===== src/rtl/uart_tx.sv =====
// UART transmitter: one-entry holding buffer, 8N1 framing with
// optional odd/even parity and back-to-back frame support.
module uart_tx #(
  parameter int p_clk_speed_hz = 50_000_000,
  parameter int p_baud_rate    = 9_600
) (
  input  logic       clk_i,
  input  logic       rst_i,
  input  logic       enable_i,
  input  logic [7:0] data_i,
  input  logic       valid_i,
  output logic       ready_o,
  input  logic       parity_en_i,
  input  logic       parity_sel_i,
  output logic       tx_o,
  output logic       busy_o,
  output logic       done_o
);

  localparam int N  = p_clk_speed_hz / p_baud_rate;
  localparam int CW = $clog2(N) + 1;
  localparam logic [CW-1:0] LAST = CW'(N - 1);

  localparam logic [2:0] IDLE   = 3'd0;
  localparam logic [2:0] START  = 3'd1;
  localparam logic [2:0] DATA   = 3'd2;
  localparam logic [2:0] PARITY = 3'd3;
  localparam logic [2:0] STOP   = 3'd4;

  logic [2:0]    state_q;
  logic [CW-1:0] cnt_q;
  logic [2:0]    bit_q;
  logic [7:0]    sh_q;
  logic          par_q;
  logic          pen_q;
  logic          tx_q;

  logic          buf_full_q;
  logic [7:0]    buf_data_q;
  logic          buf_pen_q;
  logic          buf_psel_q;

  logic bit_end;
  logic load;
  logic xfer;

  assign bit_end = (cnt_q == LAST);
  assign load    = valid_i & ~buf_full_q;
  // Leaving IDLE, or chaining straight out of STOP.
  assign xfer    = buf_full_q & enable_i &
                   ((state_q == IDLE) |
                    ((state_q == STOP) & bit_end));

  assign ready_o = ~buf_full_q;
  assign tx_o    = tx_q;
  assign busy_o  = (state_q != IDLE);
  assign done_o  = (state_q == STOP) & bit_end;

  always_ff @(posedge clk_i or posedge rst_i) begin
    if (rst_i) begin
      cnt_q <= '0;
    end else if (state_q == IDLE || bit_end || xfer) begin
      cnt_q <= '0;
    end else begin
      cnt_q <= cnt_q + CW'(1);
    end
  end

  always_ff @(posedge clk_i or posedge rst_i) begin
    if (rst_i) begin
      buf_full_q <= 1'b0;
      buf_data_q <= '0;
      buf_pen_q  <= 1'b0;
      buf_psel_q <= 1'b0;
    end else if (load) begin
      buf_full_q <= 1'b1;
      buf_data_q <= data_i;
      buf_pen_q  <= parity_en_i;
      buf_psel_q <= parity_sel_i;
    end else if (xfer) begin
      buf_full_q <= 1'b0;
    end
  end

  always_ff @(posedge clk_i or posedge rst_i) begin
    if (rst_i) begin
      state_q <= IDLE;
      tx_q    <= 1'b1;
      bit_q   <= '0;
      sh_q    <= '0;
      par_q   <= 1'b0;
      pen_q   <= 1'b0;
    end else if (xfer) begin
      state_q <= START;
      tx_q    <= 1'b0;
      bit_q   <= '0;
      sh_q    <= buf_data_q;
      pen_q   <= buf_pen_q;
      par_q   <= buf_psel_q ? ^buf_data_q
                            : ~^buf_data_q;
    end else if (bit_end) begin
      case (state_q)
        START: begin
          state_q <= DATA;
          tx_q    <= sh_q[0];
        end
        DATA: begin
          if (bit_q == 3'd7) begin
            state_q <= pen_q ? PARITY : STOP;
            tx_q    <= pen_q ? par_q : 1'b1;
          end else begin
            bit_q <= bit_q + 3'd1;
            sh_q  <= sh_q >> 1;
            tx_q  <= sh_q[1];
          end
        end
        PARITY: begin
          state_q <= STOP;
          tx_q    <= 1'b1;
        end
        STOP: begin
          state_q <= IDLE;
          tx_q    <= 1'b1;
        end
        default: begin
          state_q <= IDLE;
          tx_q    <= 1'b1;
        end
      endcase
    end
  end

endmodule


===== config.mk =====
export PLATFORM = sky130hd
export DESIGN_NAME = uart_tx
export DESIGN_NICKNAME = d
export VERILOG_FILES = /design/src/rtl/uart_tx.sv
export SDC_FILE = /design/constraint.sdc
export NUM_CORES = 1
export LEC_CHECK = 0
export ABC_AREA = 1
export ABC_CLOCK_PERIOD_IN_PS = 1400
export BUFFER_PORTS_ARGS = -buffer_cell sky130_fd_sc_hd__clkbuf_2
export CORE_MARGIN = 5
export CORE_UTILIZATION = 30
export DETAILED_ROUTE_END_ITERATION = 6
export GPL_ROUTABILITY_DRIVEN = 0
export GPL_TIMING_DRIVEN = 0
export PLACE_DENSITY = 0.5
export SYNTH_ARGS = -nofsm -noshare
export SYNTH_HDL_FRONTEND = slang
export SYNTH_SLANG_ARGS = --single-unit

===== constraint.sdc =====
create_clock -name clk_i -period 1.4 [get_ports clk_i]
set_input_delay 0.28 -clock clk_i [delete_from_list [all_inputs] [get_ports clk_i]]
set_output_delay 0.28 -clock clk_i [all_outputs]
set_load 0.01 [all_outputs]

Word-level counts from Yosys, hierarchy flattened
Cells that the tools add are included.
{"block": "totals", "reg_bits": 42, "elab_cells": 60, "output_inout_bits": 4}
{"block": "op_classes", "n_addsub": 2, "n_eq_ne": 8, "bitwise_logic": 6, "reduce_logical": 11, "mux": 22}
{"operator": "two-way mux 8 bit", "count": 4}
{"operator": "two-way mux 3 bit", "count": 8}
{"operator": "adder 14 x 1 -> 14 bit (second input constant)", "count": 1}
{"operator": "equality test 14 x 13 -> 1 bit (second input constant)", "count": 1}
{"operator": "two-way mux 14 bit", "count": 1}
{"operator": "one-hot mux 3 bit (3 select lines)", "count": 1}
{"operator": "XNOR reduction 8 bit", "count": 1}
{"operator": "parity 8 bit", "count": 1}
{"operator": "two-way mux 1 bit", "count": 7}
{"operator": "equality test 3 x 2 -> 1 bit (second input constant)", "count": 2}
{"operator": "equality test 3 bit (second input constant)", "count": 2}
{"operator": "nonzero test 2 bit", "count": 3}
{"operator": "bitwise AND 1 bit", "count": 4}
{"operator": "adder 3 x 1 -> 3 bit (second input constant)", "count": 1}
{"operator": "equality test 3 x 1 -> 1 bit (second input constant)", "count": 1}
{"operator": "logical NOT 3 bit", "count": 1}
{"operator": "!= test 3 bit (second input constant)", "count": 1}
{"operator": "AND reduction 3 bit", "count": 1}
{"operator": "nonzero test 3 bit", "count": 1}
{"operator": "logical OR 1 bit", "count": 2}
{"operator": "!= test 2 bit (second input constant)", "count": 1}
{"operator": "one-hot mux 1 bit (2 select lines)", "count": 1}
{"operator": "AND reduction 2 bit", "count": 1}
{"operator": "inverter 1 bit", "count": 1}
{"operator": "OR 1 bit", "count": 1}

Logic depth before layout (Yosys ltp)
{"block": "logic_depth", "depth_word": 6, "depth_mapped": 11, "depth_no_buf": 11}

Least setup slack after synthesis
Ideal clock, no wire load.
{"block": "synth_path", "kind": "flip-flop to flip-flop", "from": "reg cnt_q[0]", "to": "reg sh_q[0]", "path_stages_with_launch": 12, "t_arrival_ns": 1.308, "path_slack_ns": -0.025, "required_ns": 1.283, "path_cell_list": "dfrtp_1 > ha_1 > nand2_1 > inv_1 > nand3_2 > inv_2 > nand3_4 > nand2_4 > nand2_4 > buf_6 > nand3_1 > nand2_1"}
{"block": "synth_between", "elab_chain_cells": 6, "word_cells_on_any_way": 9, "cone_classes": "eq/ne: 2; mux: 1; bitwise: 3; reduce/logical: 3"}
{"item": "start, declared", "line": "31", "source": "logic [CW-1:0] cnt_q;"}
{"item": "start signal, assigned", "line": "65", "source": "cnt_q <= cnt_q + CW'(1);"}
{"item": "equality test 14 x 13 -> 1 bit *", "line": "47", "source": "assign bit_end = (cnt_q == LAST);"}
{"item": "bitwise AND 1 bit", "line": "52", "source": "((state_q == STOP) & bit_end));"}
{"item": "OR 1 bit", "line": "51", "source": "((state_q == IDLE) |"}
{"item": "bitwise AND 1 bit", "line": "50", "source": "assign xfer = buf_full_q & enable_i &"}
{"item": "!= test 2 bit (no line) / nonzero test 2 bit (equally long branches)"}
{"item": "AND reduction 3 bit (no line)"}
{"item": "end signal, assigned", "line": "97", "source": "sh_q <= buf_data_q;"}
{"item": "end signal, assigned", "line": "113", "source": "sh_q <= sh_q >> 1;"}
{"item": "end, declared", "line": "33", "source": "logic [7:0] sh_q;"}
Mark *: on every way between the ends. The rest lies on a longest branch, timed or not.
A chain may end at the register's enable or synchronous reset.

Worst setup path after layout
{"block": "layout_path", "from": "reg cnt_q[5]", "to": "out done_o"}
{"block": "layout_between", "elab_chain_cells": 2}
{"item": "equality test 14 x 13 -> 1 bit", "line": "47"}
{"item": "bitwise AND 1 bit", "line": "57", "source": "assign done_o = (state_q == STOP) & bit_end;"}
{"item": "end, declared", "line": "17", "source": "output logic done_o"}
No other way between the ends.

==> summary.md <==
| Metric | Value |
|---|---|
| CP startpoint kind | `register` |
| Switching Share | `0.227` |
| Clock Power Share | `0.403` |
| Root Buffer | `clkbuf_8` |
| Seq/Total Area, Yosys | `0.458` |
| Top cells by area, synth | `dfrtp_1 45%, nand2_1 12%, inv_1 5.6%, nand3_1 5.0%, nor2_1 4.7%` |
| GRT overflow | `0` |
| Slew headroom | `0.756` |
| Routed len/inst | `12.1 microns` |
| Worst setup EP type | `output pin` |
| CP Data Required Time | `1.12 ns` |
| Synth Area in Simple Gates | `0.332` |
| RSZ-0062 raised after global routing | `yes` |
| TritonCTS clock tree | `built` |
| Clock buffer depth | `2` |
| Area leader, netlist | `dfrtp_1` |
| Multiplexer area fraction after synthesis | `0.0392` |
| Sw Pwr | `0.482 mW` |
| Syn-to-layout area delta | `32.6%` |
| Num CTS Buffers | `5` |
| Slowest stage cell, crit path | `dfrtp_1` |
| Worst path max stage delay | `0.46 ns` |
| Period utilisation layout | `1.18` |
| Pins Over Slew Limit | `0` |
| Post-route minimum period | `1.66 ns` |
| N_diodes | `0` |
| Initial Util | `0.302` |
| Setup crit start | `cnt_q[5]` |
| Initial antenna violation count | `0` |
| Die width | `97.5 microns` |
| Global-route usage over all layers | `0.117` |
| Worst hold start | `data_i[1]` |
| Fin. Hold Viols | `0` |
| Hold WC Path Type | `input pin to register` |
| Compound-Gate Fraction of Synth Area | `0.0496` |
| Core Region | `7610 sq um` |
| Routed wire length | `5.21 mm` |
| Register bit total from synthesis | `42` |
| CTS Sinks | `42` |
| Post-synth EDFFs | `0` |
| Dpl ws | `-0.206 ns` |
| Crit-path cells | `nor2_1 -> nand3_4 -> inv_4 -> nand3_4 -> inv_2 -> buf_6` |
| Mapped Area | `2300 sq um` |
| MaxCap Viol Count | `0` |
| Peak VDD IR | `0.387 mV` |
| Seq pwr share | `0.571` |
| Die Ht | `97.5 microns` |
| DRT iter0 DRCs | `87` |
| Final worst slack | `-0.257 ns` |
| Post-Syn Instances | `283` |
| Comb pwr share | `0.026` |
| Share of the synthesized area in the top cell type | `0.447` |
| WP data arrival | `1.38 ns` |
| Largest net degree at the start of global routing | `29` |
| Layout cells sized above 1 | `0.402` |
| Synthesized area per cell | `8.12 sq um` |
| WP buf/inv | `3` |
| CP Class | `register to output pin` |
| FF-to-FF Start | `cnt_q[5]` |
| Pleak | `1.54 nW` |
| Max FO, Critical Path | `7` |
| Xor/xnor share of the synthesized area | `0.0267` |
| Most frequent CP cell | `nand3_4` |
| Post-synthesis cell type count | `35` |
| Vias in the first global route | `1964` |
| First-pass GRT wire length | `9.13 mm` |
| Port bufs | `17` |
| Clock transition at the registers of the reported paths | `0.09 ns` |
| Nets@finish | `344` |
| Async SR Flop Fraction | `1.00` |
| Worst slew pin tran | `0.365 ns` |
| Synth Area in Adders | `0.0163` |
| Remaining DRCs | `0` |
| Top delay family on crit path | `flip-flops` |
| Fillers | `785` |
| Via count | `1912` |
| Hold Slack | `0.207 ns` |
| Overall power | `2.12 mW` |
| DP HPWL | `3.65 mm` |
| # H-tree levels | `2` |
| I/O Pins | `18` |
| Final setup viols | `34` |
| Pwr dens | `697 nW/um^2` |
| Std cell rows | `32` |
| Internal power | `1.64 mW` |
| Drt pass-1 iters | `4` |
| Dpl cells | `403` |
| Via density | `4.45` |
| Largest family of logic cells by synthesized area | `simple AND/OR/NAND/NOR gates` |
| Clk_lat worst skew | `0.30 ns` |
| Die area | `9510 sq um` |
| Status | `finished, violations left` |
| Ys flop type | `dfrtp_1` |
| Failing checks | `setup timing` |
| Finished Layout Cells | `430` |
| Remaining antenna violation count | `0` |
| Maximum clock frequency | `603 MHz` |
| YS warnings | `0` |
| Net Count, Synth | `300` |
| Layout Skew | `0.0134 ns` |
-- registers in the layout, summed over array words and instances, names as in the netlist, 3 cells and up --
register / flops
sh_q: 8
state_q: 3
bit_q: 3
cnt_q: 14
buf_data_q: 8
-- power groups by stage --
| stage | Combinational [mW] | Clock (mW) | Sequential, mW |
|---|---|---|---|
| 2_1_floorplan | 0.0225 | 0 | 1.24 |
| 3_3_place_gp | 0.0498 | 0 | 1.24 |
| 3_5_place_dp | 0.0569 | 0 | 1.24 |
| 4_1_cts | 0.0590 | 0.890 | 1.21 |
| 5_1_grt | 0.0664 | 0.937 | 1.21 |
| 6_report | 0.0557 | 0.856 | 1.21 |
-- layout by cell type (no fill, tap or decap), types with 6 or more instances in the layout --
cell / Yosys / routed
clkbuf_8: 0 / 6
nor2_1: 29 / 22
dfrtp_1: 41 / 38
buf_6: 1 / 10
nor2_2: 6 / 7
inv_1: 34 / 30
inv_2: 6 / 8
nand2_1: 75 / 56
nand3_2: 1 / 7
nand2_2: 2 / 18
clkbuf_2: 0 / 16
buf_4: 1 / 10
nand3_1: 23 / 16
mux2_2: 8 / 8
nand2_4: 3 / 6
nor2_4: 3 / 9
-- per-layer routing --
| layer | global-route usage | wire length, microns |
|---|---|---|
| met3 | 0.0230 | 124 |
| met5 | 0 | 0 |
| met1 | 0.152 | 2440 |
| met2 | 0.187 | 2510 |
| met4 | 0.0522 | 135 |
-- worst register-to-register path: cells and delay by family, from the launching register on --
family	cells	cell delay, ns
simple gates	7	0.78
flops	1	0.46
buf+inv	3	0.27
-- synthesized netlist by cell type (2+ instances only) --
library cell	number
nand3b_1	2
inv_2	6
dfrtp_1	41
xor2_1	5
xnor2_1	2
inv_1	34
a21oi_1	6
o21ai_0	7
nand2_1	75
o21ai_1	2
nand2_4	3
nor3_1	8
nand3_1	23
nor2_1	29
nor2_2	6
nand2_2	2
nor2_4	3
mux2_2	8
ha_1	3
nand4_1	3
-- per-stage QoR --
step                area (sq um)  utilization  TNS (ns)
finish                      3050        0.400     -4.90
global route                3050        0.400     -8.54
CTS                         2900        0.381     -3.90
detailed placement          2540        0.334     -3.78
global placement            2520        0.332    -27.82
floorplan                   2310            -         0
-- kinds of logic (layout without fill, tap and decap cells) --
group	Yosys count	after routing
and+or+nand+nor	160	160
buffers and inverters	44	89
AOI/OAI and AO/OA	19	19
xor gates and xnor gates	7	7
adders and majority gates	3	3
DFF	42	42
muxes	8	8
-- final timing paths --
path	slack, ns	to	cells after the start
worst min register to register	0.46	cnt_q[0]	1
max in group asynchronous	0.43	state_q[2]	4
worst min-delay path	0.21	buf_data_q[1]	2
worst max register to register	-0.19	sh_q[3]	10
min in group asynchronous	0.47	cnt_q[12]	3
worst max-delay path	-0.26	done_o	6
-- timing repair --
| item | in CTS | in global routing |
|---|---|---|
| gates cloned | 1 | 0 |
| hold buffers | 1 | 0 |
| pin swaps | 27 | 20 |
| setup buffers | 13 | 5 |
| endpoints found under the setup margin | 34 | 35 |
| endpoints found under the hold margin | 13 | 0 |
| gates resized for setup | 43 | 37 |
-- area by class of cell --
type	count	area (sq um)	area share
Clock inverter	1	8.76	0.00288
Timing Repair Buffer	37	295	0.0970
Inverter	41	169	0.0555
Tap cell	102	128	0.0419
Multi-Input combinational cell	197	1270	0.418
Buffer	3	30.0	0.00986
Sequential cell	42	1060	0.347
Clock buffer	7	86.3	0.0283
Note: power is estimated with default switching activity, not from simulation.
